===== config.mk =====
export PLATFORM = sky130hd
export DESIGN_NAME = seq_divider
export DESIGN_NICKNAME = d
export VERILOG_FILES = /design/src/rtl/div_pkg.sv /design/src/rtl/div_step.sv /design/src/rtl/seq_divider.sv
export SDC_FILE = /design/constraint.sdc
export NUM_CORES = 1
export LEC_CHECK = 0
export CORE_MARGIN = 5
export CORE_UTILIZATION = 45
export DETAILED_ROUTE_END_ITERATION = 10
export PLACE_DENSITY = 0.74
export SLEW_MARGIN = 0
export SYNTH_ARGS = -nofsm -noshare
export SYNTH_HDL_FRONTEND = slang
export SYNTH_HIERARCHICAL = 1
export SYNTH_SLANG_ARGS = --single-unit

===== constraint.sdc =====
create_clock -name clock -period 11.04 [get_ports clock]
set_input_delay 3.312 -clock clock [delete_from_list [all_inputs] [get_ports clock]]
set_output_delay 3.312 -clock clock [all_outputs]
set_load 0.005 [all_outputs]

===== src/rtl/div_pkg.sv =====
// -----------------------------------------------------------------------------
// div_pkg
// Shared definitions for the sequential signed divider.
//   div_state_e  : controller state encoding (IDLE, ITER, FIX, DONE)
//   DIV_WIDTH    : default operand/result width
//   DIV_LATENCY  : start edge to RDY cycle, in clocks, at the default width
//   INT_MIN      : most negative operand at the default width
// -----------------------------------------------------------------------------
package div_pkg;

    typedef enum logic [1:0] {
        IDLE = 2'd0,
        ITER = 2'd1,
        FIX  = 2'd2,
        DONE = 2'd3
    } div_state_e;

    localparam int DIV_WIDTH   = 32;
    localparam int DIV_LATENCY = DIV_WIDTH + 2;
    localparam logic [DIV_WIDTH-1:0] INT_MIN = {1'b1, {(DIV_WIDTH-1){1'b0}}};

endpackage : div_pkg


===== src/rtl/div_step.sv =====
// -----------------------------------------------------------------------------
// div_step
// One restoring-division step: trial subtract of the divisor magnitude from
// the shifted partial remainder, keeping the difference when it is not
// negative.
//   rem_shift  in  WIDTH+1  partial remainder shifted left with next dividend bit
//   divisor    in  WIDTH    divisor magnitude
//   rem_next   out WIDTH    partial remainder after this step
//   quo_bit    out 1        quotient bit produced by this step
// -----------------------------------------------------------------------------
module div_step
    import div_pkg::*;
#(
    parameter int WIDTH = DIV_WIDTH
) (
    input  logic [WIDTH:0]   rem_shift,
    input  logic [WIDTH-1:0] divisor,
    output logic [WIDTH-1:0] rem_next,
    output logic             quo_bit
);

    logic [WIDTH:0] divisor_inv;
    logic [WIDTH:0] diff;

    // Subtract in adder form: rem + ~B + carry-in of 1.
    assign divisor_inv = ~{1'b0, divisor};
    assign diff        = rem_shift + divisor_inv + {{WIDTH{1'b0}}, 1'b1};

    // The shifted remainder is below 2*|B|, so the WIDTH+1-bit difference
    // never wraps and its top bit is a true sign.
    assign quo_bit  = ~diff[WIDTH];

    // When the trial fails rem_shift < |B|, so its top bit is zero and the
    // low WIDTH bits hold the whole value.
    assign rem_next = quo_bit ? diff[WIDTH-1:0] : rem_shift[WIDTH-1:0];

endmodule : div_step


===== src/rtl/seq_divider.sv =====
// -----------------------------------------------------------------------------
// seq_divider
// Multi-cycle signed integer divider. Operand magnitudes are divided by
// shift-and-subtract, one quotient bit per clock, and signs are applied in
// a final fix-up cycle. Result and exception are registered and flagged by a
// one-cycle data_resultRDY pulse.
//
// Optional feature: define DIV_REMAINDER_EN to expose data_remainder
// (sign follows the dividend, zero on exception). Without it the remainder
// stays internal and timing/quotient are unchanged.
//
// Ports
//   clock           in   1      rising-edge clock
//   reset           in   1      synchronous active-high reset
//   ctrl_DIV        in   1      start pulse, operands sampled on the same edge
//   data_operandA   in   WIDTH  dividend, two's complement
//   data_operandB   in   WIDTH  divisor, two's complement
//   data_result     out  WIDTH  quotient, truncated toward zero
//   data_exception  out  1      divide-by-zero or overflow, valid with RDY
//   data_resultRDY  out  1      one-cycle pulse when outputs are valid
//   data_remainder  out  WIDTH  remainder (DIV_REMAINDER_EN only)
//
// state | meaning
// ------+-----------------------------------------------------------------
// IDLE  | waiting for ctrl_DIV; outputs hold last result
// ITER  | one shift-and-subtract step per cycle, WIDTH steps
// FIX   | apply signs to quotient and remainder
// DONE  | register outputs and pulse data_resultRDY on the next edge
//
// ctrl_DIV in any state restarts the operation; reset overrides ctrl_DIV.
// -----------------------------------------------------------------------------
module seq_divider
    import div_pkg::*;
#(
    parameter int WIDTH = DIV_WIDTH
) (
    input  logic             clock,
    input  logic             reset,
    input  logic             ctrl_DIV,
    input  logic [WIDTH-1:0] data_operandA,
    input  logic [WIDTH-1:0] data_operandB,
    output logic [WIDTH-1:0] data_result,
    output logic             data_exception,
    output logic             data_resultRDY
`ifdef DIV_REMAINDER_EN
    ,
    output logic [WIDTH-1:0] data_remainder
`endif
);

    localparam int CNT_W = $clog2(WIDTH) + 1;

    // Package constants describe the default width; other widths derive
    // the same quantities locally.
    localparam logic [WIDTH-1:0] MIN_NEG =
        (WIDTH == DIV_WIDTH) ? WIDTH'(INT_MIN) : {1'b1, {(WIDTH-1){1'b0}}};

    // Latency = start edge + WIDTH steps + FIX + DONE, so the last step is
    // counted at latency - 3.
    localparam int LATENCY   = (WIDTH == DIV_WIDTH) ? DIV_LATENCY : WIDTH + 2;
    localparam logic [CNT_W-1:0] ITER_LAST = CNT_W'(LATENCY - 3);

    div_state_e       state_q;
    div_state_e       state_d;

    logic [WIDTH-1:0] dvd_q;      // dividend magnitude, shifted out MSB first
    logic [WIDTH-1:0] dsr_q;      // divisor magnitude
    logic [WIDTH-1:0] quo_q;
    logic [WIDTH-1:0] rem_q;
    logic [CNT_W-1:0] cnt_q;
    logic             sign_a_q;
    logic             sign_b_q;
    logic             exc_q;

    logic             sign_a;
    logic             sign_b;
    logic [WIDTH-1:0] mag_a;
    logic [WIDTH-1:0] mag_b;
    logic             div_zero;
    logic             overflow;

    logic [WIDTH:0]   rem_shift;
    logic [WIDTH-1:0] rem_next;
    logic             quo_bit;

    assign sign_a   = data_operandA[WIDTH-1];
    assign sign_b   = data_operandB[WIDTH-1];
    // INT_MIN negates to itself, which is already the right unsigned magnitude.
    assign mag_a    = sign_a ? (~data_operandA + 1'b1) : data_operandA;
    assign mag_b    = sign_b ? (~data_operandB + 1'b1) : data_operandB;
    assign div_zero = (data_operandB == '0);
    assign overflow = (data_operandA == MIN_NEG) && (data_operandB == '1);

    assign rem_shift = {rem_q, dvd_q[WIDTH-1]};

    div_step #(
        .WIDTH (WIDTH)
    ) u_step (
        .rem_shift (rem_shift),
        .divisor   (dsr_q),
        .rem_next  (rem_next),
        .quo_bit   (quo_bit)
    );

    always_ff @(posedge clock) begin
        if (reset) begin
            state_q <= IDLE;
        end else begin
            state_q <= state_d;
        end
    end

    always_comb begin
        state_d = state_q;
        if (ctrl_DIV) begin
            state_d = div_zero ? DONE : ITER;
        end else begin
            case (state_q)
                IDLE:    state_d = IDLE;
                ITER:    if (cnt_q == ITER_LAST) state_d = FIX;
                FIX:     state_d = DONE;
                DONE:    state_d = IDLE;
                default: state_d = IDLE;
            endcase
        end
    end

    always_ff @(posedge clock) begin
        if (reset) begin
            dvd_q          <= '0;
            dsr_q          <= '0;
            quo_q          <= '0;
            rem_q          <= '0;
            cnt_q          <= '0;
            sign_a_q       <= 1'b0;
            sign_b_q       <= 1'b0;
            exc_q          <= 1'b0;
            data_result    <= '0;
            data_exception <= 1'b0;
            data_resultRDY <= 1'b0;
`ifdef DIV_REMAINDER_EN
            data_remainder <= '0;
`endif
        end else begin
            // RDY and exception are single-cycle; DONE reasserts them.
            data_resultRDY <= 1'b0;
            data_exception <= 1'b0;

            if (ctrl_DIV) begin
                dvd_q    <= mag_a;
                dsr_q    <= mag_b;
                quo_q    <= '0;
                rem_q    <= '0;
                cnt_q    <= '0;
                sign_a_q <= sign_a;
                sign_b_q <= sign_b;
                // Overflow is recognised from the raw operands; its wrapped
                // quotient still comes out of the normal datapath.
                exc_q    <= div_zero | overflow;
            end else begin
                case (state_q)
                    ITER: begin
                        dvd_q <= {dvd_q[WIDTH-2:0], 1'b0};
                        rem_q <= rem_next;
                        quo_q <= {quo_q[WIDTH-2:0], quo_bit};
                        cnt_q <= cnt_q + 1'b1;
                    end
                    FIX: begin
                        if (sign_a_q ^ sign_b_q) begin
                            quo_q <= ~quo_q + 1'b1;
                        end
                        if (exc_q) begin
                            rem_q <= '0;
                        end else if (sign_a_q) begin
                            rem_q <= ~rem_q + 1'b1;
                        end
                    end
                    DONE: begin
                        data_result    <= quo_q;
                        data_exception <= exc_q;
                        data_resultRDY <= 1'b1;
`ifdef DIV_REMAINDER_EN
                        data_remainder <= rem_q;
`endif
                    end
                    default: begin
                    end
                endcase
            end
        end
    end

endmodule : seq_divider

### Word-level counts from Yosys, hierarchy flattened

Cells that the tools add are included.

| word-level totals | value |
|---|---|
| flip-flop bits (word level) | 173 |
| bits of input ports | 67 |

| cells by class | value |
|---|---|
| reduce and logical (&&, ||, !) cells | 11 |
| bitwise operators | 10 |
| equal/unequal tests | 9 |
| add/sub/neg operators | 7 |
| muxes and demuxes | 15 |

Operator list:

| cell | count |
|---|---|
| 32-bit 2-to-1 mux | 8 |
| 32-bit by 1-bit adder with 32-bit output (second input constant) | 4 |
| 32-bit NOT | 4 |
| 32-bit case mux with 2 select lines | 2 |
| 32-bit equality test (second input constant) | 2 |
| 33-bit by 1-bit adder with 33-bit output (second input constant) | 1 |
| 33-bit adder | 1 |
| 32-bit NOT with 33-bit output | 1 |
| 32-bit logical NOT | 1 |
| 6-bit by 1-bit adder with 6-bit output (second input constant) | 1 |
| 6-bit by 5-bit equality test with 1-bit output (second input constant) | 1 |
| 2-bit 2-to-1 mux | 3 |
| 3-bit != test (second input constant) | 2 |
| 2-bit case mux with 3 select lines | 1 |
| 2-bit AND reduction | 3 |
| 2-bit equality test (second input constant) | 2 |
| 2-bit nonzero test | 2 |
| 2-bit OR reduction | 2 |
| 1-bit NOT | 3 |
| 3-bit OR reduction | 1 |
| 2-bit by 1-bit equality test with 1-bit output (second input constant) | 1 |
| 2-bit logical NOT | 1 |
| 2-bit != test (second input constant) | 1 |
| 1-bit logical AND | 1 |
| other kinds (3) | 3 |

### Depth between registers and ports, before layout

| depth | value |
|---|---|
| depth in word-level cells | 5 |
| gate-level depth with buffers | 19 |
| gate-level depth less buffers | 17 |

### By module

The synthesis kept the hierarchy.

By module, submodules not included:

| module | times used | cells each | area each (sq um) | sequential area each (sq um) |
|---|---|---|---|---|
| seq_divider | 1 | 1170 | 9436.6 | 3463.3 |
| div_step | 1 | 309 | 2317.2 | 0.0 |

### Worst setup path after synthesis

No wires, ideal clock.

| path | value |
|---|---|
| path kind | input port to flip-flop |
| start | in data_operandA[20] |
| end | reg dvd_q[28] |
| arrival time | 5.133 ns |
| stages on the path | 6 |
| required time | 10.906 ns |
| slack | 5.774 ns |
| cell sequence | or4_1 or4_1 clkbuf_1 o41ai_1 xor2_1 o22ai_1 |

| on the way | value |
|---|---|
| cells in the longest elaborated chain, start to end | 4 |

RTL lines:

| item | line | text |
|---|---|---|
| start: declaration | seq_divider.sv:40 | `input logic [WIDTH-1:0] data_operandA,` |
| 32-bit NOT | seq_divider.sv:89 | `assign mag_a = sign_a ? (~data_operandA + 1'b1) : data_operandA;` |
| 32-bit by 1-bit adder with 32-bit output | seq_divider.sv:89 |  |
| 32-bit 2-to-1 mux | seq_divider.sv:89 |  |
| 32-bit 2-to-1 mux | seq_divider.sv:149 | `if (ctrl_DIV) begin` |
| end signal: assignment | seq_divider.sv:150 | `dvd_q <= mag_a;` |
| end signal: assignment | seq_divider.sv:163 | `dvd_q <= {dvd_q[WIDTH-2:0], 1'b0};` |
| end: declaration | seq_divider.sv:66 | `logic [WIDTH-1:0] dvd_q;` |

No other way between the ends.
A chain may end at the register's enable or synchronous reset.

### Worst setup path after layout

| path | value |
|---|---|
| start | in data_operandB[4] |
| end | reg dsr_q[29] |

| on the way | value |
|---|---|
| cells in the longest elaborated chain, start to end | 3 |

RTL lines:

| item | line | text |
|---|---|---|
| start: declaration | seq_divider.sv:41 | `input logic [WIDTH-1:0] data_operandB,` |
| 32-bit NOT | seq_divider.sv:90 | `assign mag_b = sign_b ? (~data_operandB + 1'b1) : data_operandB;` |
| 32-bit by 1-bit adder with 32-bit output | seq_divider.sv:90 |  |
| 32-bit 2-to-1 mux | seq_divider.sv:90 |  |
| end signal: assignment | seq_divider.sv:151 | `dsr_q <= mag_b;` |
| end: declaration | seq_divider.sv:67 | `logic [WIDTH-1:0] dsr_q;` |

No other way between the ends.

==> results.toml <==
[run_status]
status = "finished clean"

[global_route]
grt_pass1_vias = 10329
grt_overflow = 0
grt_max_degree = 81
grt_pass1_wl_um = 51230
grt_usage = 0.2072
antenna_found_initial = 0

[worst_setup_path]
path_buf_inv = 1
crit_type = "in -> reg"
worstPathRequired_ns = 11.39
worstPathMaxFanout = 9
worst-path-stages = 6
start_kind = "input port"
reg2reg_from = "dvd_q[31]"
crit_path_start = "data_operandB[4]"
crit_chain = "clkdlybuf4s50_1, nor4_1, nand4_1, o41ai_1, xor2_1, a211oi_1"
reg2reg_depth = 17
slowest_delay_ns = 0.76
cp-endpoint = "dsr_q[29]"
worst_setup_path_end_kind = "register"
critical_path_arrival_ns = 6.01
rrSetupSlack_ns = 7.01
slowest_stage = "nor4_1"
r2r_end = "rem_q[19]"
cp_top_family = "simple AND/OR/NAND/NOR gates"

[final_layout]
final-instance-count-excl-fill = 1852
area_growth_pct = 14.05
num_antenna_cells = 0
register_area_sq_um = 3463
fill_cells = 2480
multi_input_area_sq_um = 7597
drive_gt1_frac = 0.06592
finalNetCount = 1613
design_area_sq_um = 13410
utilization = 0.5174

[route]
routed_wl_um = 31080
drt-wirelength-per-cell_um = 16.78
drt-initial-drc-count = 818
num_vias = 11151
antenna_left = 0
avgViaCountPerCell = 6.021
drc = 0
first_pass_iters = 5

[power_and_ir_drop]
power_density_nw_per_um2 = 126.5
power_leakage_nw = 5.042
finalPower_w = 0.001696
irDropWorstVdd_mv = 0.07837

[clocking]
cts-root-buf = "clkbuf_16"
cts_sinks = 173
postCtsResizedCells = 0
clock_latency_ns = 0.44
numCtsBuffers = 17
clk_path_buf_depth = 2
clk_pin_slew_worst_paths_ns = 0.07
cts_setup_buffers = 0
cts_hold_buffers = 0
cts_tree = "yes"
htree_num_levels = 4

[floorplanning]
die_area_sq_um = 29450
rows = 59
dieWidth_um = 171.6
initial_utilization = 0.4536
io_pins = 101
die_h_um = 171.6
core_area_sq_um = 25910

[timing]
maxSlewHeadroom = 0.1848
final_max_slew_viol_count = 0
min_period_over_period = 0.5130
setup_viol = 0
fmax_mhz = 176.6
rsz0062_at_grt = "false"
finalCriticalPeriod_ns = 5.663
fin_setup_tns_ns = 0
hold_viol = 0
worst_slew_pin_slew_ns = 1.223
fin_skew_ns = 0.01297

[synth]
synth_area_sq_um = 11750
syn_avg_cell_area_sq_um = 7.947
synth_edf_count = 0
async_flop_share = 0
yosys_warnings = 6
synth.net_count = 1588
netlist.top_cell.by_area = "dfxtp_1"
ys_seq_area_frac = 0.2947
synth-seq-cells = 173
synth.distinct_cells = 83
ys_top_cells_by_area = "dfxtp_1, xor2_1, nand2_1"
synthFlopType = "dfxtp_1"
syn_inst = 1479
yosys.area.top_type_share = 0.2947

[hold_path]
whs_path_depth = 2
hp-class = "reg -> reg"

[placed_design]
place_congestion = 0.9225
io_buffers = 100
hpwlAfterDp_um = 21870
placed_area_sq_um = 12800
placedCellCount = 1820

[job]
cap_violations = 0
[cells in the mapped netlist (39+ instances only)]
cell type  number
dfxtp_1       173
nand2_1       153
nor2_1         99
a21oi_1        95
clkbuf_1       81
o21ai_0        75
xor2_1         71
inv_1          59
mux2i_1        54
a211oi_1       51
ha_1           41
nor3_1         39
[power breakdown]
part / internal, W / leakage, nW / switching [W] / total, W
clock network: 0.000331 / 0.296 / 0.000294 / 0.000625
logic: 0.000169 / 3.34 / 0.000234 / 0.000403
registers: 0.000648 / 1.41 / 0.0000198 / 0.000667
total: 0.00115 / 5.04 / 0.000548 / 0.00170
[area by class of cell]
| cell class | instances | share of cell area |
|---|---|---|
| Timing Repair Buffer | 113 | 0.08120 |
| Inverter | 60 | 0.01736 |
| Clock inverter | 14 | 0.01232 |
| Sequential cell | 173 | 0.2584 |
| Multi-Input combinational cell | 1139 | 0.5667 |
| Tap cell | 335 | 0.03127 |
| Clock buffer | 18 | 0.03276 |
[worst min-delay path by stage]
stage,from,slack [ns],end
global placement,dsr_q[15],0.44,dsr_q[15]
global route,data_result[24],0.48,data_result[24]
finish,data_result[22],0.45,data_result[22]
detailed placement,data_result[28],0.45,data_result[28]
floorplan,dsr_q[12],0.43,dsr_q[12]
CTS,data_result[28],0.46,data_result[28]
[layout by cell type (no fill, tap or decap), types with 18 or more instances in the layout]
master	netlist	layout
a211oi_1	51	51
a21oi_1	95	95
a31oi_1	19	19
and3_1	18	18
clkdlybuf4s50_1	0	98
dfxtp_1	173	173
ha_1	41	40
inv_1	59	59
mux2_4	19	19
mux2i_1	54	54
nand2_1	153	153
nand3_1	34	34
nand4_1	25	25
nor2_1	99	98
nor2b_1	20	19
nor3_1	39	39
nor4_1	29	29
o21ai_0	75	74
o22ai_1	35	34
o31ai_1	29	29
or3_1	23	23
xnor2_1	20	20
xor2_1	71	71
[routing by layer]
layer,vias to the layer above,GRT usage,routed length [um]
met3,25,0.03057,1960
met4,0,0.05959,468
met1,5211,0.2886,14400
met2,387,0.3342,14250
met5,-,0,0
li1,5528,-,-
[sequential cells by signal, indices dropped and copies added, names as in the netlist, 2 cells and up]
name	flops
dsr_q	32
data_result	32
state_q	2
dvd_q	32
rem_q	32
quo_q	32
cnt_q	6
[logic make-up after synthesis]
family,Yosys count,synth area share
xor gates and xnor gates,91,0.06781
and+or+nand+nor,506,0.2160
AOI/OAI and AO/OA,421,0.2391
muxes,79,0.07696
DFF,173,0.2947
adders and majority gates,42,0.04535
buffers and inverters,167,0.06014
[stage by stage]
step	worst slack, ns	hold WS, ns
floorplan	5.774	0.4250
global placement	5.022	0.4372
detailed placement	4.977	0.4464
CTS	5.433	0.4578
global route	5.075	0.4774
finish	5.377	0.4548
[tightest hold or removal path: stages (launching register included)]
cell     delay (ns)
dfxtp_1        0.31
nand2_1        0.05
a21oi_1        0.05
No activity file was read; power rests on OpenSTA's default activity.
